**src/rtl/bsg_link_ddr_downstream_core.sv**
```systemverilog
// rtl/bsg_link_ddr_downstream_core.sv - DDR link core-side receive: per-channel FIFOs, deskew, packet reassembly, credit tokens (optional macro: BSG_LINK_DOWNSTREAM_OVERFLOW_CHECK_EN)
module bsg_link_ddr_downstream_core #(
    parameter int width_p                         = 64,
    parameter int channel_width_p                 = 8,
    parameter int num_channels_p                  = 2,
    parameter int lg_fifo_depth_p                 = 6,
    parameter int lg_credit_to_token_decimation_p = 3,
    parameter int use_extra_data_bit_p            = 0
) (
    input  logic                                                 clk_i,
    input  logic                                                 reset_n_i,
    input  logic [num_channels_p-1:0]                            ch_valid_i,
    input  logic [num_channels_p*(2*channel_width_p+use_extra_data_bit_p)-1:0] ch_data_i,
    output logic                                                 valid_o,
    output logic [width_p-1:0]                                   data_o,
    input  logic                                                 yumi_i,
    output logic [num_channels_p-1:0]                            token_r_o,
    output logic                                                 overflow_o
);

    localparam int ddr_width_lp   = 2*channel_width_p + use_extra_data_bit_p;
    localparam int beat_width_lp  = ddr_width_lp*num_channels_p;
    localparam int piso_ratio_lp  = width_p / beat_width_lp;
    localparam int fifo_depth_lp  = 1 << lg_fifo_depth_p;
    localparam int count_width_lp = $clog2(piso_ratio_lp+1);
    localparam logic [count_width_lp-1:0] piso_count_lp = count_width_lp'(piso_ratio_lp);

    logic [num_channels_p-1:0] w_full;
    logic [num_channels_p-1:0] w_empty;
    logic [num_channels_p-1:0] w_write;
    logic [beat_width_lp-1:0]  w_beat;
    logic                      w_take;
    logic                      w_space;
    logic                      w_pop;
    logic [count_width_lp-1:0] w_slot;
    logic [count_width_lp-1:0] w_count_next;

    logic [count_width_lp-1:0] r_count;
    logic                      r_valid;
    logic [width_p-1:0]        r_data;
    logic [lg_credit_to_token_decimation_p-1:0] r_credit;
    logic [num_channels_p-1:0] r_token;

    // Per-channel circular FIFO; extra pointer MSB separates full from empty
    for (genvar i = 0; i < num_channels_p; i++) begin : g_ch
        logic [ddr_width_lp-1:0]  r_mem [fifo_depth_lp];
        logic [lg_fifo_depth_p:0] r_wptr;
        logic [lg_fifo_depth_p:0] r_rptr;

        assign w_full[i]  = (r_wptr[lg_fifo_depth_p] != r_rptr[lg_fifo_depth_p]) &&
                            (r_wptr[lg_fifo_depth_p-1:0] == r_rptr[lg_fifo_depth_p-1:0]);
        assign w_empty[i] = (r_wptr == r_rptr);
        assign w_write[i] = ch_valid_i[i] & ~w_full[i];
        assign w_beat[i*ddr_width_lp +: ddr_width_lp] = r_mem[r_rptr[lg_fifo_depth_p-1:0]];

        // Storage array: written only when there is room, so a word into a full FIFO is dropped
        always_ff @(posedge clk_i) begin
            if (w_write[i]) begin
                r_mem[r_wptr[lg_fifo_depth_p-1:0]] <= ch_data_i[i*ddr_width_lp +: ddr_width_lp];
            end
        end

        // Pointers: reset empties the FIFO, discarding any partially received packet
        always_ff @(posedge clk_i or negedge reset_n_i) begin
            if (!reset_n_i) begin
                r_wptr <= '0;
                r_rptr <= '0;
            end else begin
                if (w_write[i]) r_wptr <= r_wptr + 1'b1;
                if (w_pop)      r_rptr <= r_rptr + 1'b1;
            end
        end
    end

    // A packet handed to the consumer frees the whole buffer this cycle
    assign w_take  = yumi_i & r_valid;
    assign w_space = (r_count < piso_count_lp) | w_take;
    assign w_pop   = ~(|w_empty) & w_space;

    // Next slot/count: a pop that coincides with a take restarts at slot 0
    always_comb begin
        w_slot       = r_count;
        w_count_next = r_count;
        if (w_take) begin
            w_slot       = '0;
            w_count_next = '0;
        end
        if (w_pop) begin
            w_count_next = w_slot + 1'b1;
        end
    end

    // Reassembly buffer: each popped beat lands in its slot, beat 0 in the LSBs
    always_ff @(posedge clk_i or negedge reset_n_i) begin
        if (!reset_n_i) begin
            r_count <= '0;
            r_valid <= 1'b0;
            r_data  <= '0;
        end else begin
            if (w_pop) begin
                for (int k = 0; k < piso_ratio_lp; k++) begin
                    if (w_slot == count_width_lp'(k)) begin
                        r_data[k*beat_width_lp +: beat_width_lp] <= w_beat;
                    end
                end
            end
            r_count <= w_count_next;
            r_valid <= (w_count_next == piso_count_lp);
        end
    end

    // Credit decimation: every wrap of the shared counter toggles all token lines
    always_ff @(posedge clk_i or negedge reset_n_i) begin
        if (!reset_n_i) begin
            r_credit <= '0;
            r_token  <= '0;
        end else if (w_pop) begin
            r_credit <= r_credit + 1'b1;
            if (&r_credit) begin
                r_token <= ~r_token;
            end
        end
    end

    assign valid_o   = r_valid;
    assign data_o    = r_data;
    assign token_r_o = r_token;

`ifdef BSG_LINK_DOWNSTREAM_OVERFLOW_CHECK_EN
    logic r_overflow;

    // Sticky flag: any write attempt into a full FIFO is a sender protocol error
    always_ff @(posedge clk_i or negedge reset_n_i) begin
        if (!reset_n_i) begin
            r_overflow <= 1'b0;
        end else if (|(ch_valid_i & w_full)) begin
            r_overflow <= 1'b1;
        end
    end

`ifndef SYNTHESIS
    // Report which channel overflowed
    always_ff @(posedge clk_i) begin
        if (reset_n_i) begin
            for (int i = 0; i < num_channels_p; i++) begin
                if (ch_valid_i[i] && w_full[i]) begin
                    $error("bsg_link_ddr_downstream_core: overflow on channel %0d", i);
                end
            end
        end
    end
`endif

    assign overflow_o = r_overflow;
`else
    assign overflow_o = 1'b0;
`endif

endmodule
```
**config.mk**
```make
export PLATFORM = sky130hd
export DESIGN_NAME = bsg_link_ddr_downstream_core
export DESIGN_NICKNAME = d
export VERILOG_FILES = /design/src/rtl/bsg_link_ddr_downstream_core.sv
export SDC_FILE = /design/constraint.sdc
export NUM_CORES = 2
export LEC_CHECK = 0
export ABC_AREA = 1
export BUFFER_PORTS_ARGS = -buffer_cell sky130_fd_sc_hd__buf_4
export CAP_MARGIN = 20
export CORE_ASPECT_RATIO = 0.5
export CORE_MARGIN = 4
export CORE_UTILIZATION = 45
export DETAILED_ROUTE_END_ITERATION = 6
export PLACE_DENSITY_LB_ADDON = 0.12
export RECOVER_POWER = 50
export SLEW_MARGIN = 25
export SYNTH_ARGS = -nofsm -noshare
export SYNTH_HDL_FRONTEND = slang
export SYNTH_SLANG_ARGS = --single-unit
```
**constraint.sdc**
```tcl
create_clock -name clk_i -period 3 [get_ports clk_i]
set_input_delay 0.45 -clock clk_i [delete_from_list [all_inputs] [get_ports clk_i]]
set_output_delay 0.45 -clock clk_i [all_outputs]
set_load 0.01 [all_outputs]
```
==> impl_results.md <==
* Final-layout setup total negative slack at 0 ns
* Violations in the final reports: capacitance limit, slew limit
* Area fraction of the dominant cell type after synthesis at 0.6763
* Die boundary height at 325.9 µm
* Clk pin slew, worst setup/hold paths at around 0.07 ns
* Vias in the first global route at between 50000 and 60000
* Layout overhead on the synthesized area at 11.54%
* Most used standard cells in the synthesized netlist: 2861 x nand2_1, 2048 x edfxtp_1, 996 x nand3_1
* Number of H-tree levels at 4
* Unrepaired setup endpoints after global routing: no
* FF-to-FF Start: g_ch[1].r_rptr[0]$_DFFE_PN0P_
* GRT Residual Overflow at 0
* Capturing element type of the critical path: flop
* Crit-path max cell delay at roughly 0.58 ns
* Library cell with the largest summed area after synthesis: edfxtp_1
* Sequential cell area fraction in the yosys report at 0.7038
* Min cycle time layout at ~2.9 ns
* Initial core utilization at 0.4537
* Max VDD drop at approximately 1200 µV
* Startpoint of the worst setup timing path: g_ch[1].r_rptr[0]$_DFFE_PN0P_
* Ports at ~110
* Antenna Nets Post-Route at 0
* Row count at ~120
* Biggest area contributors in the synthesized netlist: edfxtp_1 68%, nand2_1 12%, nand3_1 5.5%
* Number of fill cells in the layout at around 18000
* CTS-repair resized insts at 0
* Die Area at around 210000 µm²
* Final hold violations at 0
* Routed via count divided by cell count at between 5 and 6
* Flip-flop cell with the highest count after synthesis: edfxtp_1
* Synth Area per Inst at roughly 11 µm²
* Critical-path top delay cell: dfrtp_4
* TritonCTS clock tree: built
* Fin nets at 8800
* Worst Skew at between 0.05 and 0.06 ns
* Register-to-register setup slack at between 0.1 and 0.15 ns
* Die boundary width at between 600 and 700 µm
* Run status: complete, but fails checks
* Post-Synthesis Net Count at roughly 8700
* Global-route wire length before repair at 380.7 mm
* Count of maximum capacitance violations at 33
* Count of buffers inserted at the top-level ports at slightly above 100
* Antenna violations before repair at 5
* WL final at 258.0 mm
* Remaining routing DRC violations at 0
* Half-perimeter wire length of the detailed placement result at approximately 140 mm
* Largest buffer count on any clock path at 4
* WHS Path Cells at 5
* Number of clock buffers inserted by TritonCTS at between 200 and 250
* Max transition margin at -0.3144
* Post-Route Hold Slack at 0.06243 ns
* Layout cells sized above 1 at 0.07228
* Largest net degree at the start of global routing at around 140
* Largest fanout on the critical path at 16
* CTS root buf: clkbuf_16
* Final number of max-transition violations at ~2100
* Startpoint type of the worst setup path: flop
* Hold-critical path endpoint: g_ch[1].r_wptr[6]$_DFFE_PN0P_
* GP Congestion at approximately 0.84
* Most common cell on crit path: nand2_1
* Clock latency on the worst-skew pair at roughly 0.86 ns
* Startpoint of the most critical hold path: ch_valid_i[1]
* Ordered cell list for the critical path: inv_8 -> nand2_1 -> nand2_1 -> nor2_1 -> nand3_1 -> nor2_1 -> nand2_1 -> nand2_1 -> inv_2 -> nand4_1 -> buf_4 -> nor2_1 -> buf_4
* Synthesized flop and latch total at between 2000 and 2500
* Fin crit share at 0.9563
* Total power per unit cell area at slightly above 900 nW/µm²
* Post-Syn Instances at approximately 8600
* Total routing resource utilization after global routing at 0.2413
* Proportion of synthesized flip-flops having asynchronous set or reset at 0.04655
* Pre-Repair DR Iteration Count at 6
* Clock Sink Count at ~2100
* Core region area at 200400 µm²
* Total power of the final layout at between 90000 and 100000 µW
* Endpoint required time on the critical path at 3.49 ns
* Routed WL per cell at between 20 and 25 µm
* Reg-to-Reg End: g_ch[1].r_mem[54][6]$_DFFE_PP_
* Highest clock frequency the design can meet at approximately 350 MHz
* Arrival time of data at the critical path endpoint at 3.36 ns
* Most repeated cell in the gate-level netlist after synthesis: nand2_1
* Slew at the pin closest to its max-slew limit at between 1.5 and 2 ns
* EDFF count, synth at just over 2000
* Start-to-end type of the worst setup path: flop to flop
* Count of warnings emitted by yosys at 0
* Tightest Hold Check Type: input port to flop
* DRC violation total after the first TritonRoute iteration at about 6300
* Reg2Reg Depth at 13
* Pleak at between 0.04 and 0.05 µW
* Setup-failing EPs final at 0
* Area of the mapped netlist at approximately 90000 µm²
* Distinct cell type count of the synthesized netlist at 30
* Number of vias in the routed layout at roughly 60000
-- final cells by class --
cell class | count | area, µm² | share of cell area
antenna | 3 | 7.507 | 0.00007401
tap | 2714 | 3396 | 0.03348
multi-input combinational | 5065 | 21110 | 0.2081
clock buffer | 250 | 5298 | 0.05223
clock inverter | 107 | 838.3 | 0.008265
inverter | 986 | 3731 | 0.03678
timing repair buffer | 354 | 3034 | 0.02991
sequential | 2148 | 64020 | 0.6312
-- layout by cell type, fill, tap and decap left out, drive strengths merged --
master	n
conb	1
o21ai	310
buf	293
nand2	2863
diode	3
and3	3
dlygate4sd3	1
clkbuf	309
xnor2	7
ha	7
dlymetal6s4s	1
or2	17
dfrtp	100
nand3	997
inv	984
nor2	748
a21oi	62
clkinvlp	8
nor3	6
nand4	24
xor2	20
edfxtp	2048
clkinv	88
bufinv	13
-- per-stage QoR --
stage	setup WS (ns)	std cells	utilization	instance area (µm²)
5_1_grt	0.02689	11620	0.5060	101400
4_1_cts	0.1395	11620	0.5070	101600
6_report	0.1310	11630	0.5060	101400
2_1_floorplan	0.3928	8643	-	90940
3_5_place_dp	0.1935	11270	0.4764	95480
3_3_place_gp	0.1323	11270	0.4763	95480
-- cells by family (layout without fill, tap and decap cells) --
logic type      Yosys count  after routing  synth area share
compound gates          372            372           0.02047
other cells               1              4        0.00004124
flops                  2148           2148            0.7038
fa+ha+maj                 7              7         0.0009631
buf+inv                1430           1697           0.06454
simple gates           4658           4658            0.2076
xor+xnor                 27             27          0.002600
-- what timing repair did --
action / CTS / global route
hold buffers: 1 / 0
buffers inserted: 0 / 0
endpoints found under the hold margin: 26 / 0
-- metal layers --
layer,track usage,vias up,routed length [µm]
met3,0.03110,345,14920
li1,-,28510,-
met1,0.3546,29320,117200
met4,0.05859,0,6220
met5,0,-,0
met2,0.3825,1748,119600
-- how the worst max path moves through the flow --
stage,endpoint,slack (ns)
after floorplan,g_ch[0].r_mem[7][0]$_DFFE_PP_,0.39
after global placement,g_ch[1].r_mem[54][7]$_DFFE_PP_,0.13
after detailed placement,g_ch[1].r_mem[54][6]$_DFFE_PP_,0.19
after CTS,g_ch[1].r_mem[54][6]$_DFFE_PP_,0.14
after global routing,data_o[52]$_DFFE_PN0P_,0.03
final,g_ch[1].r_mem[54][6]$_DFFE_PP_,0.13
-- worst max-delay path: cells and delay by family, from the launching register on --
| family | cells | cell delay, ns |
|---|---|---|
| buf+inv | 4 | 0.96 |
| simple gates | 9 | 0.95 |
| flops | 1 | 0.58 |
-- power by group --
part	internal [µW]	switching [µW]	total [µW]	leakage, µW
logic	8990	24100	33100	0.0183
registers	34500	1340	35800	0.0197
clock network	13600	11200	24800	0.00299
-- sequential cells by signal, indices dropped and copies added (netlist names) --
name and cells:
r_count 2, valid_o 1, g_ch.r_mem 2048, data_o 64, g_ch.r_rptr 14, g_ch.r_wptr 14
r_credit 3, token_r_o 2
Note: power is estimated with default switching activity, not from simulation.
